File: config.mk
export PLATFORM = sky130hd
export DESIGN_NAME = fir_seq_ctrl
export DESIGN_NICKNAME = d
export VERILOG_FILES = /design/src/rtl/fir_pkg.sv /design/src/rtl/fir_tag_pipe.sv /design/src/rtl/fir_seq_ctrl.sv
export SDC_FILE = /design/constraint.sdc
export NUM_CORES = 1
export LEC_CHECK = 0
export BUFFER_PORTS_ARGS = -buffer_cell sky130_fd_sc_hd__buf_2
export CAP_MARGIN = 20
export CORE_MARGIN = 2
export CORE_UTILIZATION = 44
export CTS_CLUSTER_DIAMETER = 200
export DETAILED_ROUTE_END_ITERATION = 6
export PLACE_DENSITY = 0.76
export SLEW_MARGIN = 20
export SYNTH_ARGS = -nofsm -noshare
export SYNTH_HDL_FRONTEND = slang
export SYNTH_HIERARCHICAL = 1
export SYNTH_SLANG_ARGS = --single-unit
File: constraint.sdc
create_clock -name clk -period 1.8 [get_ports clk]
set_clock_uncertainty 0.15 [all_clocks]
set_input_delay 0.27 -clock clk [delete_from_list [all_inputs] [get_ports clk]]
set_output_delay 0.27 -clock clk [all_outputs]
set_load 0.02 [all_outputs]
File: src/rtl/fir_pkg.sv
// Shared definitions for the FIR sequencer: state encoding and default widths.
package fir_pkg;

   typedef enum logic [1:0] {
      ST_IDLE  = 2'd0,
      ST_FILL  = 2'd1,
      ST_RUN   = 2'd2,
      ST_FLUSH = 2'd3
   } fir_state_e;

   localparam int unsigned DATA_W_DEF = 16;
   localparam int unsigned OUT_W_DEF  = 32;

endpackage

File: src/rtl/fir_tag_pipe.sv
// LAT-deep 1-bit shift register carrying "emit" tags alongside the filter latency.
module fir_tag_pipe #(
   parameter int unsigned LAT = 2
) (
   input  logic clk_i,
   input  logic rst_i,
   input  logic tag_i,
   output logic tag_o
);

   logic [LAT-1:0] sr_q;
   logic [LAT-1:0] sr_d;

   always_comb begin
      sr_d    = '0;
      sr_d[0] = tag_i;
      for (int unsigned i = 1; i < LAT; i++) begin
         sr_d[i] = sr_q[i-1];
      end
   end

   always_ff @(posedge clk_i or posedge rst_i) begin
      if (rst_i) begin
         sr_q <= '0;
      end else begin
         sr_q <= sr_d;
      end
   end

   assign tag_o = sr_q[LAT-1];

endmodule

File: src/rtl/fir_seq_ctrl.sv
// Sequencer for fir_filter: gates pushes into the tap buffer, suppresses warm-up
// results, re-times filter output into an m_valid stream and flushes on stop.
module fir_seq_ctrl
   import fir_pkg::*;
#(
   parameter int unsigned DATA_W = DATA_W_DEF,
   parameter int unsigned OUT_W  = OUT_W_DEF,
   parameter int unsigned TAPS   = 8,
   parameter int unsigned LAT    = 2
) (
   input  logic                     clk,
   input  logic                     reset,
   input  logic                     start,
   input  logic                     stop,
   input  logic                     s_valid,
   input  logic signed [DATA_W-1:0] s_data,
   output logic                     s_ready,
   output logic                     buff_en,
   output logic                     fir_en,
   output logic signed [DATA_W-1:0] fir_data,
   input  logic signed [OUT_W-1:0]  fir_filtered_data,
   output logic                     m_valid,
   output logic signed [OUT_W-1:0]  m_data,
   output logic                     busy,
   output logic                     done
);

   localparam int unsigned CW = $clog2(TAPS + 1);
   localparam int unsigned FW = $clog2(TAPS + LAT);
   localparam logic [CW-1:0] CNT_EMIT  = CW'(TAPS - 1);
   localparam logic [CW-1:0] CNT_FULL  = CW'(TAPS);
   localparam logic [FW-1:0] FL_PUSHES = FW'(TAPS - 1);
   localparam logic [FW-1:0] FL_LAST   = FW'(TAPS + LAT - 1);

   fir_state_e               state_q, state_d;
   logic [CW-1:0]            push_cnt_q, push_cnt_d;
   logic [FW-1:0]            flush_cnt_q, flush_cnt_d;
   logic                     push, emit, done_d;
   logic signed [DATA_W-1:0] push_data;
   logic                     push_q, emit_q, done_q, m_valid_q, tag_out;
   logic signed [DATA_W-1:0] fir_data_q;
   logic signed [OUT_W-1:0]  m_data_q;

   assign s_ready = (state_q == ST_FILL) || (state_q == ST_RUN);
   assign busy    = (state_q != ST_IDLE);

   always_comb begin
      state_d     = state_q;
      push_cnt_d  = push_cnt_q;
      flush_cnt_d = flush_cnt_q;
      push        = 1'b0;
      push_data   = '0;
      done_d      = 1'b0;
      case (state_q)
         ST_IDLE: begin
            if (start) begin
               state_d    = ST_FILL;
               push_cnt_d = '0;
            end
         end
         ST_FILL, ST_RUN: begin
            push      = s_valid;
            push_data = s_data;
            if (stop) begin
               state_d     = ST_FLUSH;
               flush_cnt_d = '0;
            end else if (state_q == ST_FILL && s_valid && push_cnt_q == CNT_EMIT) begin
               state_d = ST_RUN;
            end
         end
         ST_FLUSH: begin
            push = (flush_cnt_q < FL_PUSHES);
            if (flush_cnt_q == FL_LAST) begin
               state_d = ST_IDLE;
               done_d  = 1'b1;
            end else begin
               flush_cnt_d = flush_cnt_q + 1'b1;
            end
         end
         default: state_d = ST_IDLE;
      endcase
      emit = push && (push_cnt_q >= CNT_EMIT);
      if (push && push_cnt_q != CNT_FULL) begin
         push_cnt_d = push_cnt_q + 1'b1;
      end
   end

   always_ff @(posedge clk or posedge reset) begin
      if (reset) begin
         state_q     <= ST_IDLE;
         push_cnt_q  <= '0;
         flush_cnt_q <= '0;
         push_q      <= 1'b0;
         emit_q      <= 1'b0;
         fir_data_q  <= '0;
         m_valid_q   <= 1'b0;
         m_data_q    <= '0;
         done_q      <= 1'b0;
      end else begin
         state_q     <= state_d;
         push_cnt_q  <= push_cnt_d;
         flush_cnt_q <= flush_cnt_d;
         push_q      <= push;
         emit_q      <= emit;
         done_q      <= done_d;
         m_valid_q   <= tag_out;
         if (push) begin
            fir_data_q <= push_data;
         end
         if (tag_out) begin
            m_data_q <= fir_filtered_data;
         end
      end
   end

   // emit_q aligns the tag with fir_en; the pipe then adds LAT, so m_valid lands LAT+1 after the push.
   fir_tag_pipe #(.LAT(LAT)) u_tag_pipe (
      .clk_i (clk),
      .rst_i (reset),
      .tag_i (emit_q),
      .tag_o (tag_out)
   );

   assign buff_en  = push_q;
   assign fir_en   = push_q;
   assign fir_data = fir_data_q;
   assign m_valid  = m_valid_q;
   assign m_data   = m_data_q;
   assign done     = done_q;

endmodule

After elaboration in Yosys (flattened, before gate mapping)
Cells that the tools add are included.
Storage, ports and cells
  output and inout port bits: 54
  logic and storage cells: 54
  flip-flop bits (word level): 64
Cells by class
  magnitude comparators: 2
  mux-type cells: 15
  equal/unequal tests: 11
  add/subtract/negate cells: 2
  reductions and logical operators: 14
Operator list (number)
  4-bit 2-to-1 mux: 5
  16-bit 2-to-1 mux: 1
  4-bit by 1-bit adder with 4-bit output, second input constant: 2
  2-bit 2-to-1 mux: 4
  2-bit inequality test, second input constant: 4
  4-bit case mux with 2 select lines: 1
  2-bit nonzero test: 4
  2-bit case mux with 3 select lines: 1
  3-bit AND reduction: 2
  2-bit == test, second input constant: 2
  4-bit by 3-bit == test with 1-bit output, second input constant: 1
  4-bit == test, second input constant: 1
  4-bit by 3-bit greater-or-equal comparator with 1-bit output, second input constant: 1
  1-bit logical AND: 4
  4-bit by 3-bit < comparator with 1-bit output, second input constant: 1
  4-bit inequality test, second input constant: 1
  3-bit inequality test, second input constant: 1
  2-bit by 1-bit == test with 1-bit output, second input constant: 1
  2-bit logical NOT: 1
  1-bit 2-to-1 mux: 2
  1-bit case mux with 2 select lines: 1
  2-bit AND reduction: 1
  2-bit OR reduction: 1
  1-bit logical OR: 1

Logic depth before layout (Yosys ltp)
  depth after elaboration: 6
  depth in mapped cells: 6
  mapped depth without buffers: 6

Hierarchy
Netlist, hierarchy kept.
Modules (own cells, without submodules)
  fir_seq_ctrl: cells an instance 233, times used 1, area an instance 2796.4 µm²
  fir_tag_pipe: cells an instance 3, times used 1, area an instance 53.8 µm²

Worst setup path before layout
Ideal clock, no wire load.
  path type: register -> register
  start point: register state_q[0]
  end point: register push_cnt_q[1]
  arrival: 1545 ps
  stages on the path, launching flop included: 6
  buffers on the path: 0
  library setup time: 127 ps
  setup slack: -23 ps
  path through: dfrtp_1 -> inv_1 -> ha_1 -> a32o_2 -> nand2_1 -> mux2_1
On the way
  longest elaborated chain between the ends: 6
  elaborated cells on any way between the ends: 11
  classes of those cells: eq/ne (3); mux (2); reduce/logical (6)
Ends and longest elaborated chain
  from (decl): line fir_seq_ctrl.sv:35  | fir_state_e state_q, state_d;
  from (signal assigned): line fir_seq_ctrl.sv:100  | state_q <= state_d;
  2-bit by 1-bit == test with 1-bit output or 2-bit == test (tied branches): line fir_seq_ctrl.sv:54  | case (state_q)
  2-bit OR reduction: line fir_seq_ctrl.sv:54
  1-bit case mux with 2 select lines: line fir_seq_ctrl.sv:54
  1-bit logical AND: line fir_seq_ctrl.sv:83  | if (push && push_cnt_q != CNT_FULL) begin
  2-bit nonzero test (no line)
  2-bit AND reduction (no line)
  to (signal assigned): line fir_seq_ctrl.sv:101  | push_cnt_q <= push_cnt_d;
  to (decl): line fir_seq_ctrl.sv:36  | logic [CW-1:0] push_cnt_q, push_cnt_d;
Parallel ways exist; a longest one is shown, timed or not.
A chain may end at the register's enable or synchronous reset.

Worst setup path after layout
Ends and elaborated chain as after synthesis.

==> reports/summary.txt <==
Wirelength per Cell = 14.4 um
Critical Path RT = 1.87 ns
DRT Wirelength = 6380 um
placed insts = 415
Worst R2R End = push_cnt_q[1]$_DFFE_PP0P_
initial antenna violation count = 0
CTS Buf Count = 9
# nets final = 422
Yosys top cell area share = 56.2%
hold slack = 0.0201 ns
CTS Sinks = 64
Final Hold Vio Count = 0
DR vias = 2,279
CP Data Arrival Time = 1.82 ns
Post-synth EDFFs = 0
Bufs on Longest Clock Path = 2
fraction of registers with async set/reset = 100%
status = finished clean
P per Cell Area = 1960 mW/mm2
worst slack, placed = 0.0102 ns
CP Max Fanout = 4
Hold Crit Depth = 2
vias in the first global route = 2,263
Final period util = 97.3%
CP max-delay cell = dfrtp_1
H-tree Lvls = 3
Worst-path clk slew = 0.08 ns
worst r2r src = state_q[0]$_DFFE_PP0P_
synthesis-stage register bit count = 64
Top FF cell, synth = dfrtp_1
first-pass GRT wire length = 10,500 um
dpl hpwl = 4460 um
die height = 84.5 um
Yosys top cell by area = dfrtp_1
Initial Utilization = 45.1%
Min Clock Period, post-route = 1.75 ns
Avg Cell Area, Syn = 12.1 um2
slowest stage delay, CP = 0.39 ns
fin util = 61.6%
register area share after synthesis = 56.2%
largest net degree at the start of global routing = 35
max_slew headroom = 70.3%
Layout Cells excl Fill = 443
grt total ovfl = 0
area grow syn2layout = 36.5%
Worst path top cell family by delay = flip-flops
area of the core = 0.00631 mm2
RePlAce Congestion = 0.879
cells after synthesis = 236
top cells by area, synth = dfrtp_1 (56%), mux2_2 (12%), o31ai_1 (4.2%)
worst setup margin = 0.0489 ns
clock root buffer = clkbuf_8
DRC viols = 0
leakage power = 1.88 nW
Via density = 5.14
DRT antenna net count = 0
# setup viols final = 0
Fmax = 0.571 GHz
Die Wd = 84.5 um
critical hold path startpoint = fir_filtered_data[6]
share of layout cells above drive strength 1 = 49.5%
drt initial violations = 94
final slew viol count = 0
Worst-Margin Slew = 0.444 ns
I/O pin count = 107
yosys warns = 6
Tot GR Track Use = 18.6%
critical path endpoint category = flop
Worst R2R Path Depth = 5
Max-Cap Viols = 0
flop-to-flop setup slack = 0.05 ns
antenna cells = 0
Crit path buffers/inverters = 1
clk_lat worst skew = 0.34 ns
hold endpoint = m_data[6]$_DFFE_PP0P_
synthesized cell area = 0.00285 mm2
Die Footprint = 0.00714 mm2
row cnt = 29
DRT Pass-1 Iters = 4
I/O Buffers = 106
peak supply drop = 1.09 mV
Worst setup SP type = flop
crit path cell chain = buf_4 -> ha_2 -> a32o_2 -> nand2_1 -> mux2_1
critical setup path kind = reg2reg
min-delay worst type = in2reg
Syn Nets = 297
CTS tree = done
Distinct cells, synth = 35
## through the flow
stage	total power [W]	area (um2)	TNS, ns
2_1_floorplan	0.00500	2860	0
5_1_grt	0.00818	3890	-0.0323
3_3_place_gp	0.00599	3510	0
4_1_cts	0.00761	3860	0
3_5_place_dp	0.00611	3510	0
6_report	0.00764	3890	0
## cell usage after synthesis (2+ instances only)
cell and n:
nor3_1 2, mux2_1 3, o31ai_1 16, nand4_1 3, dfrtp_1 64, nand2_1 19, mux2_2 30, o211ai_1 2
inv_1 15, nor2_1 6, a21oi_1 5, o21ai_0 22, nand3_1 4, buf_6 3, buf_2 4, clkbuf_1 5
o21ai_1 2, nand4b_1 2, or4_1 2, o221ai_1 3, ha_1 8, buf_4 3
## how the worst max path moves through the flow
stage / cells after the start / to / slack, ns / start
final: 5 / push_cnt_q[1]$_DFFE_PP0P_ / 0.05 / state_q[0]$_DFFE_PP0P_
after global routing: 6 / flush_cnt_q[2]$_DFFE_PP0P_ / -0.02 / flush_cnt_q[1]$_DFFE_PP0P_
after floorplan: 5 / push_cnt_q[3]$_DFFE_PP0P_ / 0.04 / state_q[0]$_DFFE_PP0P_
after CTS: 4 / s_ready / 0.006 / state_q[1]$_DFFE_PP0P_
after global placement: 7 / flush_cnt_q[3]$_DFFE_PP0P_ / 0.06 / state_q[0]$_DFFE_PP0P_
after detailed placement: 7 / flush_cnt_q[3]$_DFFE_PP0P_ / 0.01 / state_q[0]$_DFFE_PP0P_
## sequential cells by signal, indices dropped and copies added, names as in the netlist
name and cells:
buff_en 1, done 1, emit_q 1, fir_data 16, flush_cnt_q 4, m_data 32, m_valid 1, push_cnt_q 4
state_q 2, u_tag_pipe/sr_q 2
## layout make-up
type                            instances  area [um2]
Clock buffer                           10         138
Clock inverter                          6        92.6
Fill cell                             490        2420
Inverter                               15        63.8
Multi-Input combinational cell        142        1120
Sequential cell                        64        1600
Tap cell                               77        96.3
Timing Repair Buffer                  129         777
## layer usage
metal	wire, um	track usage, %	up-vias	share of wire, %
li1	-	-	1091	-
met1	2750	23.5	1056	43
met2	2990	30.6	118	47
met3	551	4.92	14	8.6
met4	88	6.93	0	1.4
met5	0	0	-	0
## kinds of logic (layout without fill, tap and decap cells)
kind of cell | count (synthesis) | in the layout | synth area share, %
mux | 33 | 33 | 13.0
fa+ha+maj | 8 | 8 | 3.51
buf+inv | 30 | 160 | 5.31
compound gates | 58 | 58 | 14.5
flops | 64 | 64 | 56.2
simple gates | 43 | 43 | 7.46
## power by group
part	internal (W)	total, W	switching (W)
sequential	0.00208	0.00241	0.000334
clock	0.000821	0.00139	0.000565
combinational	0.00161	0.00384	0.00223
## placed cells by master, fill, tap and decap left out, types with 4 or more instances in the layout
cell	n
nand2_1	19
dfrtp_1	64
mux2_2	30
dlygate4sd3_1	9
clkinvlp_4	4
o31ai_1	16
clkbuf_8	10
ha_1	5
a21oi_1	5
nand3_1	4
o21ai_0	22
nor2_1	6
buf_4	9
buf_2	105
inv_1	11
## what timing repair did
action                                  4_1_cts  5_1_grt
hold endpoints to repair                     27        0
buffers inserted                              2        1
pin swaps                                     0        1
endpoints found under the setup margin        2       20
hold buffers                                  9        0
gates resized for setup                       4        8
Note: power is estimated with default switching activity, not from simulation.
